`src/rtl/lcv_dot_acc_seq_pkg.sv`:
```
// ---------------------------------------------------------------------------
// Package lcv_dot_acc_pkg
// Shared types and constants for the streaming dot-product sequencer.
//   state_e          : sequencer state (IDLE = next beat opens a vector,
//                      RUN = mid-vector)
//   IN_W_DEF         : default signed operand width
//   ACC_W_DEF        : default signed accumulator/result width
//   LEN_W_DEF        : default beat-counter width
//   ACC_MAX/ACC_MIN  : signed limits of an ACC_W_DEF-bit accumulator
// ---------------------------------------------------------------------------
package lcv_dot_acc_pkg;

  localparam int IN_W_DEF  = 16;
  localparam int ACC_W_DEF = 33;
  localparam int LEN_W_DEF = 8;

  localparam logic signed [ACC_W_DEF-1:0] ACC_MAX = {1'b0, {(ACC_W_DEF-1){1'b1}}};
  localparam logic signed [ACC_W_DEF-1:0] ACC_MIN = {1'b1, {(ACC_W_DEF-1){1'b0}}};

  typedef enum logic {
    IDLE = 1'b0,
    RUN  = 1'b1
  } state_e;

endpackage

```
`src/rtl/lcv_dot_acc_seq_if.sv`:
```
// ---------------------------------------------------------------------------
// Interface lcv_dot_acc_seq_if
// Operand input stream and result output stream of the dot-product sequencer.
//   in_valid/in_ready      : operand beat handshake
//   in_a, in_b             : signed operands
//   in_last                : final beat of the vector
//   bias                   : signed seed, used on the first beat only
//   out_valid/out_ready    : result handshake (result held until consumed)
//   out_sum, out_len       : result sum and saturating beat count
//   out_ovf                : sticky overflow of the reported vector
//   busy                   : vector in progress
// Modports: master = stream source/sink (testbench side), slave = sequencer.
// ---------------------------------------------------------------------------
interface lcv_dot_acc_seq_if
  import lcv_dot_acc_pkg::*;
#(
  parameter int IN_W  = IN_W_DEF,
  parameter int ACC_W = ACC_W_DEF,
  parameter int LEN_W = LEN_W_DEF
);

  logic                    in_valid;
  logic                    in_ready;
  logic signed [IN_W-1:0]  in_a;
  logic signed [IN_W-1:0]  in_b;
  logic                    in_last;
  logic signed [ACC_W-1:0] bias;
  logic                    out_valid;
  logic                    out_ready;
  logic signed [ACC_W-1:0] out_sum;
  logic [LEN_W-1:0]        out_len;
  logic                    out_ovf;
  logic                    busy;

  modport master (
    output in_valid, in_a, in_b, in_last, bias, out_ready,
    input  in_ready, out_valid, out_sum, out_len, out_ovf, busy
  );

  modport slave (
    input  in_valid, in_a, in_b, in_last, bias, out_ready,
    output in_ready, out_valid, out_sum, out_len, out_ovf, busy
  );

endinterface

```
`src/rtl/lcv_dot_acc_seq_mac.sv`:
```
// ---------------------------------------------------------------------------
// Module lcv_dot_acc_mac
// Registered signed multiply-add: sum <= a*b + c, evaluated at ACC_W+3 bits
// so that no step can lose information before the overflow check.
//   clk, rst : clock, asynchronous active-low reset
//   en_i     : load a new step result
//   a_i, b_i : signed operands (IN_W)
//   c_i      : signed addend (ACC_W)
//   sum_o    : registered wide sum (ACC_W+3)
//   ovf_o    : registered flag, sum_o lies outside the signed ACC_W range
// ---------------------------------------------------------------------------
module lcv_dot_acc_mac #(
  parameter int IN_W  = 16,
  parameter int ACC_W = 33
) (
  input  logic                      clk,
  input  logic                      rst,
  input  logic                      en_i,
  input  logic signed [IN_W-1:0]    a_i,
  input  logic signed [IN_W-1:0]    b_i,
  input  logic signed [ACC_W-1:0]   c_i,
  output logic signed [ACC_W+2:0]   sum_o,
  output logic                      ovf_o
);

  localparam int WIDE_W = ACC_W + 3;

  logic [2*IN_W-1:0]        prod;
  logic signed [WIDE_W-1:0] sum_d;
  logic signed [WIDE_W-1:0] sum_q;
  logic [WIDE_W-ACC_W:0]    topBits;
  logic                     ovf_d;
  logic                     ovf_q;

  // Operands are sign-extended before the multiply so the low 2*IN_W bits
  // of the product are the exact two's-complement result.
  assign prod  = {{IN_W{a_i[IN_W-1]}}, a_i} * {{IN_W{b_i[IN_W-1]}}, b_i};
  assign sum_d = {{(WIDE_W-2*IN_W){prod[2*IN_W-1]}}, prod}
               + {{(WIDE_W-ACC_W){c_i[ACC_W-1]}}, c_i};

  // The value fits in ACC_W bits only if every bit from the ACC_W sign bit
  // upward is a copy of the same sign.
  assign topBits = sum_d[WIDE_W-1:ACC_W-1];
  assign ovf_d   = !((&topBits) || !(|topBits));

  always_ff @(posedge clk or negedge rst) begin
    if (!rst) begin
      sum_q <= '0;
      ovf_q <= 1'b0;
    end else if (en_i) begin
      sum_q <= sum_d;
      ovf_q <= ovf_d;
    end
  end

  assign sum_o = sum_q;
  assign ovf_o = ovf_q;

endmodule

```
`src/rtl/lcv_dot_acc_seq.sv`:
```
// ---------------------------------------------------------------------------
// Module lcv_dot_acc_seq
// Streaming signed dot-product sequencer. Accepts (a,b) beats, accumulates
// a*b on top of a per-vector bias and presents one result per vector.
//   clk  : clock, rising edge
//   rst  : asynchronous reset, active-low
//   bus  : lcv_dot_acc_seq_if.slave (operand stream, result stream, busy)
// Build option: LCV_DOT_ACC_SAT_EN
//   defined     -> each step result is clamped to the signed ACC_W limits
//   not defined -> each step result wraps to ACC_W bits
//   out_ovf reports the sticky overflow in both builds.
// ---------------------------------------------------------------------------
module lcv_dot_acc_seq
  import lcv_dot_acc_pkg::*;
#(
  parameter int IN_W  = IN_W_DEF,
  parameter int ACC_W = ACC_W_DEF,
  parameter int LEN_W = LEN_W_DEF
) (
  input logic               clk,
  input logic               rst,
  lcv_dot_acc_seq_if.slave  bus
);

  localparam int WIDE_W = ACC_W + 3;

  state_e                   state_q, state_d;
  logic [LEN_W-1:0]         cnt_q, cnt_d;
  logic [LEN_W-1:0]         outLen_q, outLen_d;
  logic                     outValid_q, outValid_d;
  logic                     prevOvf_q, prevOvf_d;
  logic [LEN_W-1:0]         cntStep;
  logic                     inReady;
  logic                     accept;
  logic                     firstBeat;
  logic signed [ACC_W-1:0]  accFold;
  logic signed [ACC_W-1:0]  cOperand;
  logic signed [WIDE_W-1:0] macSum;
  logic                     macOvf;
  logic                     unusedWide;

  // Beats stall whenever a result is held, so an unread result is never
  // overwritten except in the same cycle it is consumed.
  assign inReady   = !outValid_q || bus.out_ready;
  assign accept    = bus.in_valid && inReady;
  assign firstBeat = (state_q == IDLE);

  // The feedback operand is the bias on a vector's first beat and the
  // folded accumulator otherwise.
  assign cOperand = firstBeat ? bus.bias : accFold;

  assign cntStep = firstBeat  ? LEN_W'(1) :
                   (&cnt_q)   ? cnt_q     : cnt_q + LEN_W'(1);

  lcv_dot_acc_mac #(
    .IN_W  (IN_W),
    .ACC_W (ACC_W)
  ) u_mac (
    .clk   (clk),
    .rst   (rst),
    .en_i  (accept),
    .a_i   (bus.in_a),
    .b_i   (bus.in_b),
    .c_i   (cOperand),
    .sum_o (macSum),
    .ovf_o (macOvf)
  );

  // The MAC register keeps the wide step result; the accumulator seen by the
  // feedback path and the output is that value folded back to ACC_W bits.
  assign unusedWide = ^macSum[WIDE_W-1:ACC_W];

`ifdef LCV_DOT_ACC_SAT_EN
  localparam logic signed [ACC_W-1:0] SAT_MAX = {1'b0, {(ACC_W-1){1'b1}}};
  localparam logic signed [ACC_W-1:0] SAT_MIN = {1'b1, {(ACC_W-1){1'b0}}};

  always_comb begin
    accFold = macSum[ACC_W-1:0];
    if (macOvf) begin
      accFold = macSum[WIDE_W-1] ? SAT_MIN : SAT_MAX;
    end
  end
`else
  always_comb begin
    accFold = macSum[ACC_W-1:0];
  end
`endif

  // Next-state logic: FSM, beat counter, sticky overflow and output handshake.
  // prevOvf_q collects the overflow of all earlier steps of the vector; the
  // MAC's own flag supplies the most recent step.
  always_comb begin
    state_d    = state_q;
    cnt_d      = cnt_q;
    outLen_d   = outLen_q;
    outValid_d = outValid_q;
    prevOvf_d  = prevOvf_q;

    if (outValid_q && bus.out_ready) begin
      outValid_d = 1'b0;
    end

    if (accept) begin
      cnt_d     = cntStep;
      prevOvf_d = firstBeat ? 1'b0 : (prevOvf_q | macOvf);
      if (bus.in_last) begin
        state_d    = IDLE;
        outLen_d   = cntStep;
        outValid_d = 1'b1;
      end else begin
        state_d = RUN;
      end
    end
  end

  always_ff @(posedge clk or negedge rst) begin
    if (!rst) begin
      state_q    <= IDLE;
      cnt_q      <= '0;
      outLen_q   <= '0;
      outValid_q <= 1'b0;
      prevOvf_q  <= 1'b0;
    end else begin
      state_q    <= state_d;
      cnt_q      <= cnt_d;
      outLen_q   <= outLen_d;
      outValid_q <= outValid_d;
      prevOvf_q  <= prevOvf_d;
    end
  end

  assign bus.in_ready  = inReady;
  assign bus.out_valid = outValid_q;
  assign bus.out_sum   = accFold;
  assign bus.out_len   = outLen_q;
  assign bus.out_ovf   = prevOvf_q | macOvf;
  assign bus.busy      = (state_q == RUN);

endmodule

```
`src/flat_wrapper.sv`:
```
// flat-port wrapper written by rule: the top's interface ports become plain ports
module lcv_dot_acc_seq_flat import lcv_dot_acc_pkg::*;
#(
  parameter int IN_W  = IN_W_DEF,
  parameter int ACC_W = ACC_W_DEF,
  parameter int LEN_W = LEN_W_DEF
)
  (clk, rst, bus_in_valid, bus_in_a, bus_in_b, bus_in_last, bus_bias, bus_out_ready, bus_in_ready, bus_out_valid, bus_out_sum, bus_out_len, bus_out_ovf, bus_busy);
  lcv_dot_acc_seq_if #(.IN_W(IN_W), .ACC_W(ACC_W), .LEN_W(LEN_W)) bus_i ();
  input logic clk;
  input logic rst;
  input wire logic [$bits(bus_i.in_valid)-1:0] bus_in_valid;
  input wire logic [$bits(bus_i.in_a)-1:0] bus_in_a;
  input wire logic [$bits(bus_i.in_b)-1:0] bus_in_b;
  input wire logic [$bits(bus_i.in_last)-1:0] bus_in_last;
  input wire logic [$bits(bus_i.bias)-1:0] bus_bias;
  input wire logic [$bits(bus_i.out_ready)-1:0] bus_out_ready;
  output wire logic [$bits(bus_i.in_ready)-1:0] bus_in_ready;
  output wire logic [$bits(bus_i.out_valid)-1:0] bus_out_valid;
  output wire logic [$bits(bus_i.out_sum)-1:0] bus_out_sum;
  output wire logic [$bits(bus_i.out_len)-1:0] bus_out_len;
  output wire logic [$bits(bus_i.out_ovf)-1:0] bus_out_ovf;
  output wire logic [$bits(bus_i.busy)-1:0] bus_busy;
  assign bus_i.in_valid = bus_in_valid;
  assign bus_i.in_a = bus_in_a;
  assign bus_i.in_b = bus_in_b;
  assign bus_i.in_last = bus_in_last;
  assign bus_i.bias = bus_bias;
  assign bus_i.out_ready = bus_out_ready;
  assign bus_in_ready = bus_i.in_ready;
  assign bus_out_valid = bus_i.out_valid;
  assign bus_out_sum = bus_i.out_sum;
  assign bus_out_len = bus_i.out_len;
  assign bus_out_ovf = bus_i.out_ovf;
  assign bus_busy = bus_i.busy;
  lcv_dot_acc_seq #(.IN_W(IN_W), .ACC_W(ACC_W), .LEN_W(LEN_W)) u_core (.clk(clk), .rst(rst), .bus(bus_i));
endmodule
```
`config.mk`:
```
export PLATFORM = sky130hd
export DESIGN_NAME = lcv_dot_acc_seq_flat
export DESIGN_NICKNAME = d
export VERILOG_FILES = /design/src/rtl/lcv_dot_acc_seq_pkg.sv /design/src/rtl/lcv_dot_acc_seq_if.sv /design/src/rtl/lcv_dot_acc_seq_mac.sv /design/src/rtl/lcv_dot_acc_seq.sv /design/src/flat_wrapper.sv
export SDC_FILE = /design/constraint.sdc
export NUM_CORES = 1
export LEC_CHECK = 0
export BUFFER_PORTS_ARGS = -buffer_cell sky130_fd_sc_hd__buf_2
export CAP_MARGIN = 10
export CORE_UTILIZATION = 30
export DETAILED_ROUTE_END_ITERATION = 16
export RECOVER_POWER = 25
export SLEW_MARGIN = 5
export SYNTH_ARGS = -nofsm -noshare
export SYNTH_HDL_FRONTEND = slang
export SYNTH_SLANG_ARGS = --single-unit
export TNS_END_PERCENT = 10
```
`constraint.sdc`:
```
create_clock -name clk -period 7.7 [get_ports clk]
set_input_delay 0.385 -clock clk [delete_from_list [all_inputs] [get_ports clk]]
set_output_delay 0.385 -clock clk [all_outputs]
set_load 0.01 [all_outputs]
```
==> metrics.md, run 1 <==
| Metric | Value |
|---|---|
| Status | `complete, but fails checks` |
| Failing checks | `max-capacitance violations, max-slew violations` |
| Mapped Area | `between 10000 and 15000 um2` |
| Fmax | `155 MHz` |
| GRT Total Usage | `approximately 15%` |
| Clk Latency, worst-skew pair | `around 0.31 ns` |
| Area contributors post-synth | `fa_1, inv_1, dfrtp_1, ha_1, nand2_1` |
| Synth Area in Adders | `roughly 54%` |
| Initial core utilization | `30.4%` |
| Post_cts resized | `0` |
| Critical Path AT | `roughly 6.7 ns` |
| WL/cell | `15.1 um` |
| Ys async rst share | `100%` |
| Chip width | `216 um` |
| Post-synth EDFFs | `0` |
| Fin crit period | `6.45 ns` |
| HPWL after DPL | `28000 um` |
| Die H | `216 um` |
| Least-Margin Pin Slew | `3.04 ns` |
| Avg Cell Area, Syn | `9.34 um2` |
| Ys flop type | `dfrtp_1` |
| WL final | `32400 um` |
| Hold_buf cts | `0` |
| Critical Path Fanout Max | `21` |
| Max cap viols | `1` |
| Yosys top cell area share | `44.4%` |
| Main combinational cell family by area after synthesis | `adder cells` |
| Top Ports | `115` |
| DRT Pass-1 Iters | `4` |
| Post-synthesis compound-gate area fraction | `6.34%` |
| Simple-gate share of the synthesized area | `13.5%` |
| CTS Buf Count | `5` |
| Post-synthesis mux area share | `3.01%` |
| Antenna Diode Count | `0` |
| Vias | `9943` |
| Die ar. | `between 40000 and 50000 um2` |
| Clock sinks | `53` |
| Slew HR | `-102%` |
| Largest area contributor in the netlist | `fa_1` |
| Clock Path Buffers | `2` |
| Setup repair bufs after CTS | `0` |
| Yosys warnings | `0` |
| CP endpoint kind | `flop` |
| Finish-stage setup viols | `0` |
| Vias per std cell | `4.62` |
| Setup TNS | `0 ns` |
| Layout cell share with drive strength beyond 1 | `11.2%` |
| Starting DRC count in detailed routing | `approximately 430` |
| Post-synthesis sequential area ratio | `9.64%` |
| Post-Syn Instances | `1473` |
| FF+latch count, synth | `53` |
| Synth Net Count | `1952` |
| IO Port Bufs | `~110` |
| XOR/XNOR Fraction of Synth Area | `about 2.6%` |
| Kind of critical path | `flop to flop` |
| Count of final hold-check violations | `0` |
| Routability cong. | `0.851` |
| Clk root buf | `clkbuf_16` |
| H-tree Lvls | `2` |
| Row count | `78` |
| Clock Pin Slew Worst Setup and Hold Paths | `0.08 ns` |
| Top cells by count, synth | `inv_1, fa_1, nand2_1` |
| Most frequent cell after synthesis | `inv_1` |
| First-pass GRT wire length | `54200 um` |
| Netlist cell types | `between 50 and 60` |
| Startpoint types | `flop` |
| Unrepaired setup endpoints after global routing | `no` |
| Hold Crit Class | `input port to flop` |
| Initial antenna violation count | `2` |
| CTS tree | `done` |
| Largest net degree at the start of global routing | `73` |
| Core region area | `between 40000 and 50000 um2` |
| Gr ovfl total | `0` |
| Nets | `2028` |
| Worst EP required | `7.93 ns` |
| Period Utilization, post-route | `83.8%` |
| Final ANT Viol Nets | `0` |
| DRC viols | `0` |
| Pins Over Slew Limit | `54` |
| Clock Skews | `0.0102 ns` |
| Area grow syn2layout | `9.61%` |
| Number of global-route vias before repair | `between 10000 and 15000` |
| Fillers | `4713` |
==> per-layer routing <==
metal | GRT usage [%] | vias to the layer above | share of wire (%)
li1 | - | 4536 | -
met1 | 18.7 | 5142 | 41
met2 | 26.1 | 222 | 53
met3 | 1.96 | 39 | 3.9
met4 | 2.86 | 4 | 1.7
met5 | 0 | - | 0.080
==> worst paths after layout <==
check	start	endpoint	slack, ns	cells after the start
max in group asynchronous	rst	u_core.bus.busy$_DFFE_PN0P_	4.58	2
max	u_core.bus.busy$_DFFE_PN0P_	u_core.u_mac.ovf_o$_DFFE_PN0P_	1.25	19
min in group asynchronous	rst	u_core.u_mac.sum_o[4]$_DFFE_PN0P_	1.15	2
min	bus_in_last	u_core.bus.out_len[6]$_DFFE_PN0P_	0.39	3
min reg2reg	u_core.bus.out_len[0]$_DFFE_PN0P_	u_core.bus.out_len[0]$_DFFE_PN0P_	0.48	1
max reg2reg	u_core.bus.busy$_DFFE_PN0P_	u_core.u_mac.ovf_o$_DFFE_PN0P_	1.25	19
==> kinds of logic (layout without fill, tap and decap cells) <==
| group | Yosys count | after routing |
|---|---|---|
| AO/OA/AOI/OAI | 141 | 141 |
| XOR/XNOR | 40 | 40 |
| adder cells (fa/ha/maj) | 409 | 409 |
| buffers and inverters | 405 | 482 |
| flip-flops | 53 | 53 |
| multiplexers | 37 | 37 |
| AND/OR/NAND/NOR | 388 | 388 |
==> state kept, by name, summed over array words and instances (netlist names) <==
register,flops
u_core.cnt_q,8
u_core.bus.out_valid,1
u_core.bus.busy,1
u_core.u_mac.ovf_o,1
u_core.bus.out_len,8
u_core.u_mac.sum_o,33
u_core.prevOvf_q,1
==> worst max-delay path: stages, from the launching register on <==
cell and delay, ns:
dfrtp_2 0.71, mux2i_1 0.54, fa_1 0.50, inv_1 0.10, fa_1 0.45, fa_1 0.50
fa_1 0.54, inv_1 0.05, fa_1 0.47, inv_1 0.04, ha_1 0.37, a21oi_1 0.15
o21ai_0 0.18, a311o_1 0.40, nor4_2 0.40, nor2_2 0.12, a21boi_2 0.17, xnor2_1 0.16
xnor3_1 0.42, o21ai_1 0.12
==> cells in the final DEF (no fill, tap or decap), types with 35 or more instances in the layout <==
cell type    n
inv_1      356
fa_1       305
nand2_1    208
buf_2      114
and2_1     112
ha_1       104
dfrtp_1     52
o21ai_0     51
mux2_2      35
a21oi_1     35
==> cell type report <==
class,instances,area [um2],area share [%]
flip-flops and latches,53,1330,8.81
repair buffers,118,597,3.96
well taps,600,751,4.98
inverters,356,1340,8.86
multi-input cells,1015,10900,72.4
clock inverters,3,28.8,0.191
clock buffers,5,125,0.830
==> metrics by stage <==
step	worst slack (ns)	cell area [um2]	util, %	hold WS [ns]	instances
after floorplan	1.47	13800	-	0.0894	1473
after global placement	1.07	14900	33.0	0.454	2142
after detailed placement	0.974	14900	33.0	0.463	2142
after CTS	1.20	15100	33.3	0.231	2150
after global routing	0.844	15100	33.3	0.399	2150
final	1.25	15100	33.3	0.386	2150
Power of run 1 is left out: the tool's default activity adds up to more than one toggle a clock period on the data nets, which glitch-free logic cannot reach.
==> run 2, diff against run 1 <==
==> constraint.sdc (replaced) <==
create_clock -name clk -period 5.4 [get_ports clk]
set_input_delay 0.27 -clock clk [delete_from_list [all_inputs] [get_ports clk]]
set_output_delay 0.27 -clock clk [all_outputs]
set_load 0.01 [all_outputs]
==> metrics.md, run 2 (synthesis results as in run 1) <==
| Metric | Value |
|---|---|
| Hold Crit Class | `input port to flop` |
| Failing checks | `max-capacitance violations, max-slew violations, negative setup slack` |
| Count of final hold-check violations | `0 (unchanged)` |
| Least-Margin Pin Slew | `3.20 ns (+0.166 ns)` |
| Finish-stage setup viols | `11 (+11)` |
| Critical Path Fanout Max | `5 (-76%)` |
| IO Port Bufs | `114 (unchanged)` |
| Unrepaired setup endpoints after global routing | `yes` |
| Top Ports | `115 (unchanged)` |
| Fmax | `175 MHz` |
| Kind of critical path | `input port to flop` |
| Fin crit period | `about 5.7 ns` |
| Pins Over Slew Limit | `54 (unchanged)` |
| Slew HR | `-113% (-11 points)` |
| Area of the multi-input gates | `11300 um2 (+3.1%)` |
| Fillers | `4599 (-2.4%)` |
| Critical Path AT | `5.89 ns (-0.79 ns)` |
| Max FFs per register | `33 (unchanged)` |
| Cell Area, Placed | `16400 um2 (+9.9%)` |
| Initial antenna violation count | `0 (-2)` |
| H-tree Lvls | `2 (unchanged)` |
| WL final | `33700 um (+3.9%)` |
| Max cap viols | `1 (unchanged)` |
| Setup TNS | `-1.78 ns (-1.78 ns)` |
| Startpoint types | `input port` |
| Final non-filler cell area | `17000 um2 (+13%)` |
| HPWL after DPL | `30100 um (+7.6%)` |
| Vias | `10500 (+5.3%)` |
| CTS tree | `done` |
| DRC viols | `0 (unchanged)` |
| Status | `complete, but fails checks` |
| GRT Total Usage | `15.0% (+0.47 points)` |
| Clock Path Buffers | `2 (unchanged)` |
| Core region area | `45300 um2 (unchanged)` |
| Area grow syn2layout | `23.6%` |
| CP endpoint kind | `flop` |
| Slowest stage delay, CP | `0.49 ns (-0.22 ns)` |
| Clock Pin Slew Worst Setup and Hold Paths | `0.08 ns (about the same)` |
| Post-Place Cells | `2314 (+8.0%)` |
| Initial core utilization | `30.4% (unchanged)` |
| Number of global-route vias before repair | `11300 (+6.5%)` |
| CTS Buf Count | `5 (unchanged)` |
| Clk root buf | `clkbuf_16` |
| Antenna Diode Count | `0 (unchanged)` |
| Sequential standard cell area | `1330 um2 (unchanged)` |
| Layout cell share with drive strength beyond 1 | `23.7% (+13 points)` |
| Hold_buf cts | `0 (unchanged)` |
| Period Utilization, post-route | `106%` |
| Clock Skews | `0.00630 ns (-0.00388 ns)` |
| Row count | `78 (unchanged)` |
| Clock sinks | `53 (unchanged)` |
| Setup ws final | `-0.301 ns (-1.55 ns)` |
| Starting DRC count in detailed routing | `365 (-15%)` |
| Commonest non-fill, non-tap cell in the layout | `inv_1` |
| Routability cong. | `0.844 (-0.80%)` |
| Die H | `216 um (unchanged)` |
| Worst EP required | `5.59 ns (-2.34 ns)` |
| Die ar. | `46700 um2 (unchanged)` |
| Crit-path slowest cell | `fa_1` |
| Final Non-Filler Cells | `2332 (+8.5%)` |
| Vias per std cell | `4.49 (-2.9%)` |
| First-pass GRT wire length | `56200 um (+3.8%)` |
| WL/cell | `14.5 um (-4.2%)` |
| Largest net degree at the start of global routing | `73 (unchanged)` |
| Final ANT Viol Nets | `0 (unchanged)` |
| Clk Latency, worst-skew pair | `0.31 ns (about the same)` |
| Place WS | `-0.759 ns (-1.73 ns)` |
| Most frequent cells in the layout | `inv_1, fa_1, nand2_1` |
| DRT Pass-1 Iters | `6 (+2)` |
| Crit path top cell by count | `fa_1` |
| Gr ovfl total | `0 (unchanged)` |
| Chip width | `216 um (unchanged)` |
| Nets | `2210 (+9.0%)` |
==> run 2: changes by cell type in the layout (fill, tap and decap cells not counted), sizes merged <==
cell    previous run  this run
buf              117       298
bufinv             0         1
clkbuf             6         8
clkinv             1         0
inv              358       357
==> run 2: cell type report <==
| cell class | count | area share, % |
|---|---|---|
| Multi-Input combinational cell | 1015 | 66.2 |
| Timing Repair Buffer | 300 | 12.8 |
| Inverter | 356 | 7.87 |
| Sequential cell | 53 | 7.81 |
| Tap cell | 600 | 4.42 |
| Clock buffer | 6 | 0.758 |
| Clock inverter | 2 | 0.228 |
==> run 2: critical path: cells and delay by family <==
kind,cells,cell delay (ns)
AOI/OAI and AO/OA,5,0.91
xor gates and xnor gates,1,0.15
adders and majority gates,7,3.10
buffers and inverters,9,0.75
muxes,1,0.26
and+or+nand+nor,2,0.46
==> run 2: per-layer routing <==
| layer | global-route usage (%) | share of wire, % | vias to the layer above | wire (um) |
|---|---|---|---|---|
| met2 | 27.5 | 53 | 188 | 18000 |
| li1 | - | - | 4914 | - |
| met4 | 1.41 | 0.85 | 0 | 288 |
| met3 | 1.74 | 3.3 | 25 | 1130 |
| met1 | 19.6 | 42 | 5341 | 14300 |
| met5 | 0 | 0 | - | 0 |
==> run 2: timing repair <==
| action | CTS | global route |
|---|---|---|
| resized for setup | 61 | 41 |
| buffers inserted | 8 | 3 |
| setup endpoints to repair | 13 | 19 |
| pin swaps | 25 | 22 |
==> run 2: per-stage QoR <==
stage	hold slack (ns)	util, %
6_report	0.278	37.5
4_1_cts	0.141	37.2
3_5_place_dp	0.463	36.2
2_1_floorplan	-0.0256	-
3_3_place_gp	0.457	36.2
5_1_grt	0.301	37.5
==> run 2: final timing paths <==
path / start / end / slack, ns / cells past startpoint
max: bus_in_a[15] / u_core.u_mac.sum_o[30]$_DFFE_PN0P_ / -0.30 / 25
min: bus_in_last / u_core.bus.out_len[6]$_DFFE_PN0P_ / 0.28 / 3
max reg2reg: u_core.bus.busy$_DFFE_PN0P_ / u_core.u_mac.sum_o[30]$_DFFE_PN0P_ / -0.23 / 21
min reg2reg: u_core.prevOvf_q$_DFFE_PN0P_ / u_core.prevOvf_q$_DFFE_PN0P_ / 0.48 / 2
max in group asynchronous: rst / u_core.bus.busy$_DFFE_PN0P_ / 2.24 / 2
min in group asynchronous: rst / u_core.u_mac.sum_o[27]$_DFFE_PN0P_ / 1.12 / 2
Power of run 2 is left out for the same reason.
